==> config.mk <==
export PLATFORM = sky130hd
export DESIGN_NAME = lisa_rx_fifo
export DESIGN_NICKNAME = d
export VERILOG_FILES = /design/src/rtl/lisa_rx_fifo.sv
export SDC_FILE = /design/constraint.sdc
export NUM_CORES = 1
export LEC_CHECK = 0
export ABC_CLOCK_PERIOD_IN_PS = 2470
export CAP_MARGIN = 10
export CORE_MARGIN = 2
export CORE_UTILIZATION = 45
export DETAILED_ROUTE_END_ITERATION = 10
export GPL_ROUTABILITY_DRIVEN = 1
export PLACE_DENSITY = 0.74
export SYNTH_ARGS = -nofsm -noshare
export SYNTH_HDL_FRONTEND = slang
export SYNTH_SLANG_ARGS = --single-unit
==> constraint.sdc <==
create_clock -name clk -period 2.47 [get_ports clk]
set_clock_uncertainty 0.15 [all_clocks]
set_input_delay 0.3705 -clock clk [delete_from_list [all_inputs] [get_ports clk]]
set_output_delay 0.3705 -clock clk [all_outputs]
set_load 0.02 [all_outputs]
==> src/rtl/lisa_rx_fifo.sv <==
// Byte FIFO behind lisa_rx8n: a small pull FSM drains the rx8n holding register
// into DEPTH entries and re-presents them through the same rd / d / data_avail handshake.
module lisa_rx_fifo #(
    parameter int DEPTH        = 8,
    parameter int AW           = 3,
    parameter bit DROP_ON_FULL = 1'b0
) (
    input  logic          clk,
    input  logic          rst,
    input  logic          rx_avail,
    input  logic [7:0]    rx_d,
    output logic          rx_rd,
    input  logic          flush,
    input  logic          rd,
    output logic [7:0]    d,
    output logic          data_avail,
    output logic          full,
    output logic [AW:0]   count,
    output logic          overflow,
    input  logic          clr_ovf
);

    // Handshakes: on the rx8n side a byte is offered while rx_avail = 1 and taken by a
    // single-cycle rx_rd pulse; on the consumer side d is valid while data_avail = 1 and
    // rd in that state pops it at the next edge (rd without data_avail is ignored).

    typedef enum logic [1:0] {
        S_IDLE = 2'd0,
        S_PULL = 2'd1,
        S_WAIT = 2'd2
    } state_t;

    localparam logic [AW-1:0] PTR_ONE = 1;
    localparam logic [AW:0]   CNT_ONE = 1;

    state_t          state_q, state_d;
    logic            rx_rd_q, rx_rd_d;
    logic [AW-1:0]   wr_ptr_q, wr_ptr_d;
    logic [AW-1:0]   rd_ptr_q, rd_ptr_d;
    logic [AW:0]     count_q, count_d;
    logic            overflow_q, overflow_d;
    logic [7:0]      mem_q [DEPTH];

    logic            do_write;
    logic            do_drop;
    logic            do_pop;

    assign full       = count_q[AW];
    assign data_avail = (count_q != '0);
    assign count      = count_q;
    assign overflow   = overflow_q;
    assign rx_rd      = rx_rd_q;
    assign d          = mem_q[rd_ptr_q];

    // Pull FSM: state register.
    always_ff @(posedge clk or posedge rst) begin
        if (rst) begin
            state_q <= S_IDLE;
            rx_rd_q <= 1'b0;
        end else begin
            state_q <= state_d;
            rx_rd_q <= rx_rd_d;
        end
    end

    // Pull FSM: next state. WAIT gives rx8n a cycle to drop rx_avail so a byte is never pulled twice.
    always_comb begin
        state_d = state_q;
        unique case (state_q)
            S_IDLE:  if (rx_avail && (!full || DROP_ON_FULL)) state_d = S_PULL;
            S_PULL:  state_d = S_WAIT;
            S_WAIT:  state_d = S_IDLE;
            default: state_d = S_IDLE;
        endcase
    end

    // Pull FSM: outputs. rx_rd is registered so it is high exactly while in PULL.
    always_comb begin
        rx_rd_d = (state_d == S_PULL);
    end

    assign do_write = (state_q == S_PULL) && !full;
    assign do_drop  = (state_q == S_PULL) && full && DROP_ON_FULL;
    assign do_pop   = rd && data_avail;

    always_comb begin
        wr_ptr_d = wr_ptr_q;
        rd_ptr_d = rd_ptr_q;
        count_d  = count_q;
        if (flush) begin
            wr_ptr_d = '0;
            rd_ptr_d = '0;
            count_d  = '0;
        end else begin
            if (do_write) wr_ptr_d = wr_ptr_q + PTR_ONE;
            if (do_pop)   rd_ptr_d = rd_ptr_q + PTR_ONE;
            unique case ({do_write, do_pop})
                2'b10:   count_d = count_q + CNT_ONE;
                2'b01:   count_d = count_q - CNT_ONE;
                default: count_d = count_q;
            endcase
        end
    end

    // A drop in the same cycle as clr_ovf must leave overflow set.
    always_comb begin
        overflow_d = overflow_q;
        if (do_drop)      overflow_d = 1'b1;
        else if (clr_ovf) overflow_d = 1'b0;
    end

    always_ff @(posedge clk or posedge rst) begin
        if (rst) begin
            wr_ptr_q   <= '0;
            rd_ptr_q   <= '0;
            count_q    <= '0;
            overflow_q <= 1'b0;
        end else begin
            wr_ptr_q   <= wr_ptr_d;
            rd_ptr_q   <= rd_ptr_d;
            count_q    <= count_d;
            overflow_q <= overflow_d;
        end
    end

    // Storage has no reset; d is only meaningful while data_avail = 1.
    always_ff @(posedge clk) begin
        if (do_write && !flush) mem_q[wr_ptr_q] <= rx_d;
    end

endmodule

Word level (Yosys, flattened, before mapping)
Memories as Yosys holds them, arrays and structs flattened.
Cells that the tools add are included.

cells by class
  equal/unequal tests = 4
  reduce and logical (&&, ||, !) cells = 11
  $add $sub $neg = 4
  mux-type cells = 10

operators with widths
  cell                                                  number
  2-to-1 mux 3 bit                                      4
  one-hot mux 4 bit (2 select lines)                    1
  adder 3 x 1 -> 3 bit (second input constant)          2
  equality test 2 x 1 -> 1 bit (second input constant)  3
  adder 4 x 1 -> 4 bit (second input constant)          1
  logical AND 1 bit                                     4
  2-to-1 mux 4 bit                                      1
  one-hot mux 2 bit (2 select lines)                    1
  nonzero test 2 bit                                    2
  nonzero test 4 bit                                    1
  subtractor 4 x 1 -> 4 bit (second input constant)     1
  nonzero test 3 bit                                    1
  equality test 2 bit (second input constant)           1
  logical NOT 1 bit                                     2
  logical NOT 2 bit                                     1
  2-to-1 mux 1 bit                                      2
  2-to-1 mux 2 bit                                      1

word-level totals
  output and inout bits = 16
  bits of input ports = 14
  RAM bits = 64
  logic and storage cells = 35
  memories = 1
  register bits = 13

memories
  memory  depth  width  rd ports  clocked after Yosys merged registers in  wr ports  line  source
  mem_q   8      8      1         0                                        1         42    logic [7:0] mem_q [DEPTH];

Logic depth before layout (Yosys ltp)
Gate-level depths: netlist of the first run.

  depth in word-level cells = 5
  gate-level depth with buffers = 8
  mapped depth without buffers = 7

Least setup slack after synthesis of the first run
Ideal clock, no wire load.

  path kind = reg-to-reg
  start = register count_q[3], in the netlist count[3]
  end = memory mem_q[0][0] (enable)
  stages on the path, launching flop included = 5
  clock period less this slack = 2631 ps
  required time = 1937 ps
  library setup time = 383 ps
  setup slack = -161 ps
  buffers on the path = 1
  arrival = 2097 ps
  cells stage by stage = dfrtp_1 > buf_2 > or3b_2 > or3_1 > nor3_1

on the way
  cells in the longest elaborated chain, start to end = 5

ends and longest elaborated chain
  element                                 line  source
  from (decl)                             40    logic [AW:0] count_q, count_d;
  from (signal assigned)                  121   count_q <= count_d;
  logical NOT 1 bit                       82    assign do_write = (state_q == S_PULL) && !full;
  logical AND 1 bit                       82
  logical AND 1 bit                       128   if (do_write && !flush) mem_q[wr_ptr_q] <= rx_d;
  2-to-1 mux 1 bit                        128
  2-to-1 mux 1 bit (implied by the code)  128
  to (decl)                               42

Every way passes these cells.

Worst setup path after layout of the first run
  start = register rd_ptr_q[0]
  end = output d[2]

on the way
  cells in the longest elaborated chain, start to end = 1

ends and longest elaborated chain
  element                 line  source
  from (decl)             39    logic [AW-1:0] rd_ptr_q, rd_ptr_d;
  from (signal assigned)  120   rd_ptr_q <= rd_ptr_d;
  memory (8 x 8 bit)      --
  to (decl)               15    output logic [7:0] d,

Every way passes these cells.

==> results of run 1 <==
==> logic make-up (layout without fill, tap and decap cells) <==
kind of cell               Yosys count  after routing  share of synthesized area
muxes                               26             26                      0.147
DFF                                 77             77                      0.702
buffers and inverters               14             74                     0.0223
and+or+nand+nor                     37             37                     0.0598
other                                1              1                    0.00117
adders and majority gates            4              4                     0.0156
xor gates and xnor gates             6              6                     0.0164
AOI/OAI and AO/OA                   13             13                     0.0363
==> worst register-to-register path: cells and delay by family, from the launching register on <==
kind	cells	cell delay (ns)
compound gates	3	0.96
flops	1	0.47
fa+ha+maj	1	0.36
simple gates	2	0.21
==> registers in the layout (all words and copies together), names as in the netlist <==
register,count
mem_q,64
count,4
rd_ptr_q,3
wr_ptr_q,3
state_q,2
rx_rd,1
==> layer usage <==
| layer | share of wire | global-route usage |
|---|---|---|
| met1 | 0.43 | 0.210 |
| met2 | 0.52 | 0.256 |
| met3 | 0.044 | 0.0532 |
| met4 | 0.0079 | 0.0537 |
| met5 | 0 | 0 |
==> where the power goes <==
part | total, mW | internal (mW) | switching, mW
clock network | 1.05 | 0.578 | 0.468
logic | 1.33 | 0.709 | 0.626
registers | 1.60 | 1.50 | 0.0998
==> per-stage QoR <==
step | area [um2] | setup TNS, ns
2_1_floorplan | 3210 | 0
3_3_place_gp | 3700 | 0
3_5_place_dp | 3700 | 0
4_1_cts | 3900 | -0.0937
5_1_grt | 3960 | -0.292
6_report | 3960 | 0
==> how the worst max path moves through the flow <==
stage	slack (ns)	end	from	depth (start not counted)
floorplan	0.04	count[3]$_DFFE_PP0P_	count[1]$_DFFE_PP0P_	7
global placement	0.04	d[2]	rd_ptr_q[0]$_DFFE_PP0P_	4
detailed placement	0.02	d[1]	rd_ptr_q[0]$_DFFE_PP0P_	4
CTS	-0.09	d[1]	rd_ptr_q[0]$_DFFE_PP0P_	4
global route	-0.06	d[0]	rd_ptr_q[0]$_DFFE_PP0P_	5
finish	0.02	d[2]	rd_ptr_q[0]$_DFFE_PP0P_	5
==> cell type report <==
| class | count | area (um2) |
|---|---|---|
| Clock buffer | 10 | 128 |
| Clock inverter | 6 | 93.8 |
| Fill cell | 532 | 2870 |
| Inverter | 4 | 15.0 |
| Multi-Input combinational cell | 87 | 890 |
| Sequential cell | 77 | 2250 |
| Tap cell | 96 | 120 |
| Timing Repair Buffer | 54 | 469 |
==> synth_stat cells, types with 2 or more instances <==
cell type,count
dfrtp_1,13
edfxtp_1,64
a31oi_1,2
clkbuf_1,3
mux2_2,8
buf_4,2
ha_1,4
xnor2_1,3
nor3_1,5
o21ai_0,2
nand2_1,5
mux2i_1,2
inv_1,4
nand2b_1,2
mux4_2,16
xor2_1,3
a21oi_1,2
buf_2,3
nor2_1,15
nor4b_1,2
==> what timing repair did <==
action	4_1_cts	5_1_grt
endpoints found under the setup margin	9	4
setup buffers	1	6
gates resized for setup	32	1
endpoints found under the hold margin	0	0
==> flow_metrics.env, run 1 <==
export IMPL_status="finished, final reports clean"
export IMPL_synth_nets=196
export IMPL_wirelength_um=5810
export IMPL_antenna_left=0
export IMPL_track_usage=0.161
export IMPL_die_area_um2=7810
export IMPL_start_util=0.469
export IMPL_setup_violations=0
export IMPL_irDropWorstVdd_v=0.000388
export IMPL_crit_arrival_ns=1.93
export IMPL_cts_tree="done"
export IMPL_antenna_found_initial=0
export IMPL_clk_latency_ns=0.34
export IMPL_final_max_slew_viol_count=0
export IMPL_path_delay_family="multiplexers"
export IMPL_worst_endpoint_required_ns=1.95
export IMPL_worstMarginPinSlew_ns=0.519
export IMPL_clk_path_buf_depth=2
export IMPL_vias=1739
export IMPL_wl_per_cell_um=17.4
export IMPL_cp_cell_sequence="buf_12 > buf_4 > mux4_2 > mux2_2 > buf_2"
export IMPL_powerDensity_nw_per_um2=1010
export IMPL_first_pass_iters=5
export IMPL_grt_start_max_net_pins=18
export IMPL_fmaxAchievable_mhz=407
export IMPL_path_class="reg2out"
export IMPL_hpwl_um=3820
export IMPL_leakagePower_nw=1.42
export IMPL_syn_avg_cell_area_um2=18.0
export IMPL_io_buffers=27
export IMPL_layout_nets=251
export IMPL_drc=0
export IMPL_r2r_setup_slack_ns=0.22
export IMPL_clock_sinks=77
export IMPL_timing_final_ws_setup_ns=0.0156
export IMPL_ios=30
export IMPL_cts_htree_levels=3
export IMPL_clk_pin_slew_ns=0.08
export IMPL_cp_buffers_inverters=3
export IMPL_synthTopCellsByArea="edfxtp_1 60%, mux4_2 11%, dfrtp_1 10%"
export IMPL_cts_hold_buffers_added=0
export IMPL_fp_dieH_um=88.4
export IMPL_synth_top_area_cell="edfxtp_1"
export IMPL_rsz0062_at_grt="yes"
export IMPL_cts_buffers=9
export IMPL_synth_warning_count=0
export IMPL_cts_root_buf="clkbuf_8"
export IMPL_slowest_delay_ns=0.49
export IMPL_finalHoldViolCount=0
export IMPL_crit_slowest_cell="mux4_2"
export IMPL_core_area_um2=6830
export IMPL_slew_headroom=0.653
export IMPL_via_per_inst=5.21
export IMPL_grt_pass1_vias=1683
export IMPL_maxCapViolations=0
export IMPL_syn_instance_count=178
export IMPL_fp_row_count=30
export IMPL_post_route_util=0.580
export IMPL_dp_cells=311
export IMPL_min_path_type="in2async"
export IMPL_reg2reg_depth=6
export IMPL_gp_congestion=0.779
export IMPL_holdWs_ns=0.203
export IMPL_drive_above_1_share=0.340
export IMPL_grt_pass1_wl_um=8820
export IMPL_grt_overflow_total=0
export IMPL_layout_common_cells="64 x edfxtp_1, 24 x buf_4, 18 x clkdlybuf4s50_1"
export IMPL_pre_cts_ws_ns=0.0188
export IMPL_area_growth_pct=23.7
export IMPL_period_minus_slack_ns=2.45
export IMPL_synth_seq_cells=77
export IMPL_start_kind="flop"
export IMPL_synth_async_sr_flop_share=0.169
export IMPL_stdcell_count=334
export IMPL_r2r_start="count[1]$_DFFE_PP0P_"
export IMPL_netlist_area_um2=3200
export IMPL_drt_iter0_drc=164
export IMPL_synth_edf_count=64
export IMPL_n_antenna_cell=0
export IMPL_fin_crit_sh=0.994
export IMPL_synth_main_ff_cell="edfxtp_1"
export IMPL_final_common_cell="edfxtp_1"
export IMPL_cp_end_kind="primary output"
export IMPL_synthDominantCellAreaShare=0.600
export IMPL_cp_max_fo=11
export IMPL_die_w_um=88.4
export IMPL_r2r_end="count[3]$_DFFE_PP0P_"
export IMPL_ys_types=38
export IMPL_p_total_mw=3.98
export IMPL_ys_seq_area_frac=0.702
(Power assumes the default switching activity.)
==> run 2: changes to the inputs <==
- SLEW_MARGIN: unset -> 20
==> results of run 2 <==
Same layout as run 1: the final DEF is identical, and so are final timing and power.
==> run 3: changes to the inputs <==
- CORE_ASPECT_RATIO: unset -> 0.9
==> run 3 against run 2 <==
  * Die area about the same
  * Sequential cell count unchanged
  * Via count down 1.3%
  * Clock power down 23%
  * Non-clock buffer count down 5
  * Critical path type unchanged
  * Largest cell class unchanged
  * Largest power group unchanged
==> flow_metrics.env, run 3 (synthesis results as in run 1) <==
export IMPL_switching_share=0.314
export IMPL_via_per_inst=5.28
export IMPL_die_area_um2=7810
export IMPL_die_w_um=92.9
export IMPL_cp_max_fo=8
export IMPL_fin_crit_sh=0.984
export IMPL_cts_htree_levels=3
export IMPL_worst_endpoint_required_ns=1.95
export IMPL_cts_tree="done"
export IMPL_clkPwrFrac=0.213
export IMPL_wirelength_um=5960
export IMPL_setup_violations=0
export IMPL_gp_congestion=0.810
export IMPL_r2r_start="count[3]$_DFFE_PP0P_"
export IMPL_clk_pin_slew_ns=0.08
export IMPL_p_int_mw=2.61
export IMPL_drc=0
export IMPL_cp_end_kind="primary output"
export IMPL_cts_root_buf="clkbuf_8"
export IMPL_io_buffers=27
export IMPL_cts_hold_buffers_added=0
export IMPL_path_class="reg2out"
export IMPL_first_pass_iters=4
export IMPL_maxCapViolations=0
export IMPL_start_kind="flop"
export IMPL_rsz0062_at_grt="yes"
export IMPL_p_total_mw=3.81
export IMPL_finalHoldViolCount=0
export IMPL_grt_start_max_net_pins=19
export IMPL_crit_arrival_ns=1.91
export IMPL_grt_overflow_total=0
export IMPL_top_register="mem_q"
export IMPL_worstMarginPinSlew_ns=0.594
export IMPL_track_usage=0.167
export IMPL_powerDensity_nw_per_um2=970
export IMPL_r2r_setup_slack_ns=0.23
export IMPL_layout_nets=246
export IMPL_largest_register_ffs=64
export IMPL_start_util=0.460
export IMPL_n_antenna_cell=0
export IMPL_fp_row_count=29
export IMPL_reg2reg_depth=4
export IMPL_clk_latency_ns=0.35
export IMPL_min_path_type="in2async"
export IMPL_antenna_found_initial=0
export IMPL_grt_pass1_vias=1720
export IMPL_vias=1716
export IMPL_leakagePower_nw=1.40
export IMPL_antenna_left=0
export IMPL_irDropWorstVdd_v=0.000295
export IMPL_drt_iter0_drc=128
export IMPL_fmaxAchievable_mhz=412
export IMPL_clk_path_buf_depth=2
export IMPL_final_common_cell="edfxtp_1"
export IMPL_fp_dieH_um=84.0
export IMPL_status="finished, final reports clean"
export IMPL_area_growth_pct=22.7
export IMPL_hpwl_um=3640
export IMPL_final_max_slew_viol_count=0
export IMPL_r2r_end="mem_q[0][2]$_DFFE_PP_"
export IMPL_power_frac_comb=0.363
export IMPL_tns_ns=0
export IMPL_layout_common_cells="64 x edfxtp_1, 19 x buf_4, 18 x clkdlybuf4s50_1"
export IMPL_dpl_cell_area_um2=3700
export IMPL_final_area_um2=3930
export IMPL_period_minus_slack_ns=2.43
export IMPL_core_area_um2=6970
export IMPL_ios=30
export IMPL_drive_above_1_share=0.332
export IMPL_grt_pass1_wl_um=9390
export IMPL_slew_headroom=0.604
export IMPL_wl_per_cell_um=18.3
export IMPL_power_share_sequential=0.424
export IMPL_p_switching_mw=1.20
export IMPL_clock_sinks=77
export IMPL_cts_buffers=9
## run 3: changes by cell type in the layout (fill, tap and decap cells not counted), sizes merged
cell    before  now
buf         35   28
bufinv       2    0
clkbuf      10   11
clkinv       1    4
inv          6    5
## run 3: power groups by stage
stage | combinational [mW] | clock (mW) | sequential (mW)
6_report | 1.38 | 0.813 | 1.61
5_1_grt | 1.50 | 0.901 | 1.63
4_1_cts | 1.25 | 0.835 | 1.60
3_5_place_dp | 1.30 | 0 | 1.63
3_3_place_gp | 1.28 | 0 | 1.62
2_1_floorplan | 0.832 | 0 | 1.64
## run 3: routing by layer
metal | global-route usage | vias up | routed length [um]
met5 | 0 | - | 0
met4 | 0.0802 | 0 | 100
met3 | 0.0298 | 8 | 276
met2 | 0.258 | 40 | 2950
met1 | 0.229 | 872 | 2630
li1 | - | 796 | -
## run 3: final cells by class
type | count | area, um2
inverters | 4 | 15.0
repair buffers | 49 | 482
multi-input cells | 87 | 905
flip-flops and latches | 77 | 2250
clock buffers | 9 | 124
clock inverters | 6 | 40.0
fillers | 543 | 3040
well taps | 93 | 116
## run 3: how the worst max path moves through the flow
| stage | startpoint | endpoint | slack (ns) | cells after the start |
|---|---|---|---|---|
| after floorplan | count[1]$_DFFE_PP0P_ | count[3]$_DFFE_PP0P_ | 0.04 | 7 |
| after global placement | rd_ptr_q[0]$_DFFE_PP0P_ | d[2] | 0.05 | 4 |
| after detailed placement | rd_ptr_q[0]$_DFFE_PP0P_ | d[2] | 0.03 | 4 |
| after CTS | rd_ptr_q[0]$_DFFE_PP0P_ | d[2] | -0.07 | 4 |
| after global routing | rd_ptr_q[0]$_DFFE_PP0P_ | d[7] | -0.03 | 4 |
| final | rd_ptr_q[0]$_DFFE_PP0P_ | d[0] | 0.04 | 4 |
## run 3: metrics by stage
stage                     utilization  setup slack, ns  hold WS, ns  std cells
after floorplan                     -           0.0366       0.0975        178
after global placement          0.531           0.0505        0.333        306
after detailed placement        0.531           0.0338        0.346        306
after CTS                       0.550          -0.0661        0.212        322
after global routing            0.564          -0.0304        0.263        325
final                           0.564           0.0405        0.202        325
## run 3: critical path: stages, from the launching register on
cell       delay [ns]
dfrtp_2          0.44
clkbuf_16        0.20
mux4_2           0.50
mux2_2           0.27
buf_2            0.16
## run 3: what timing repair did
action	in CTS	in global routing
cloned	0	2
buffers inserted	1	1
pin swaps	0	0
endpoints found under the setup margin	9	6
resized for setup	32	15
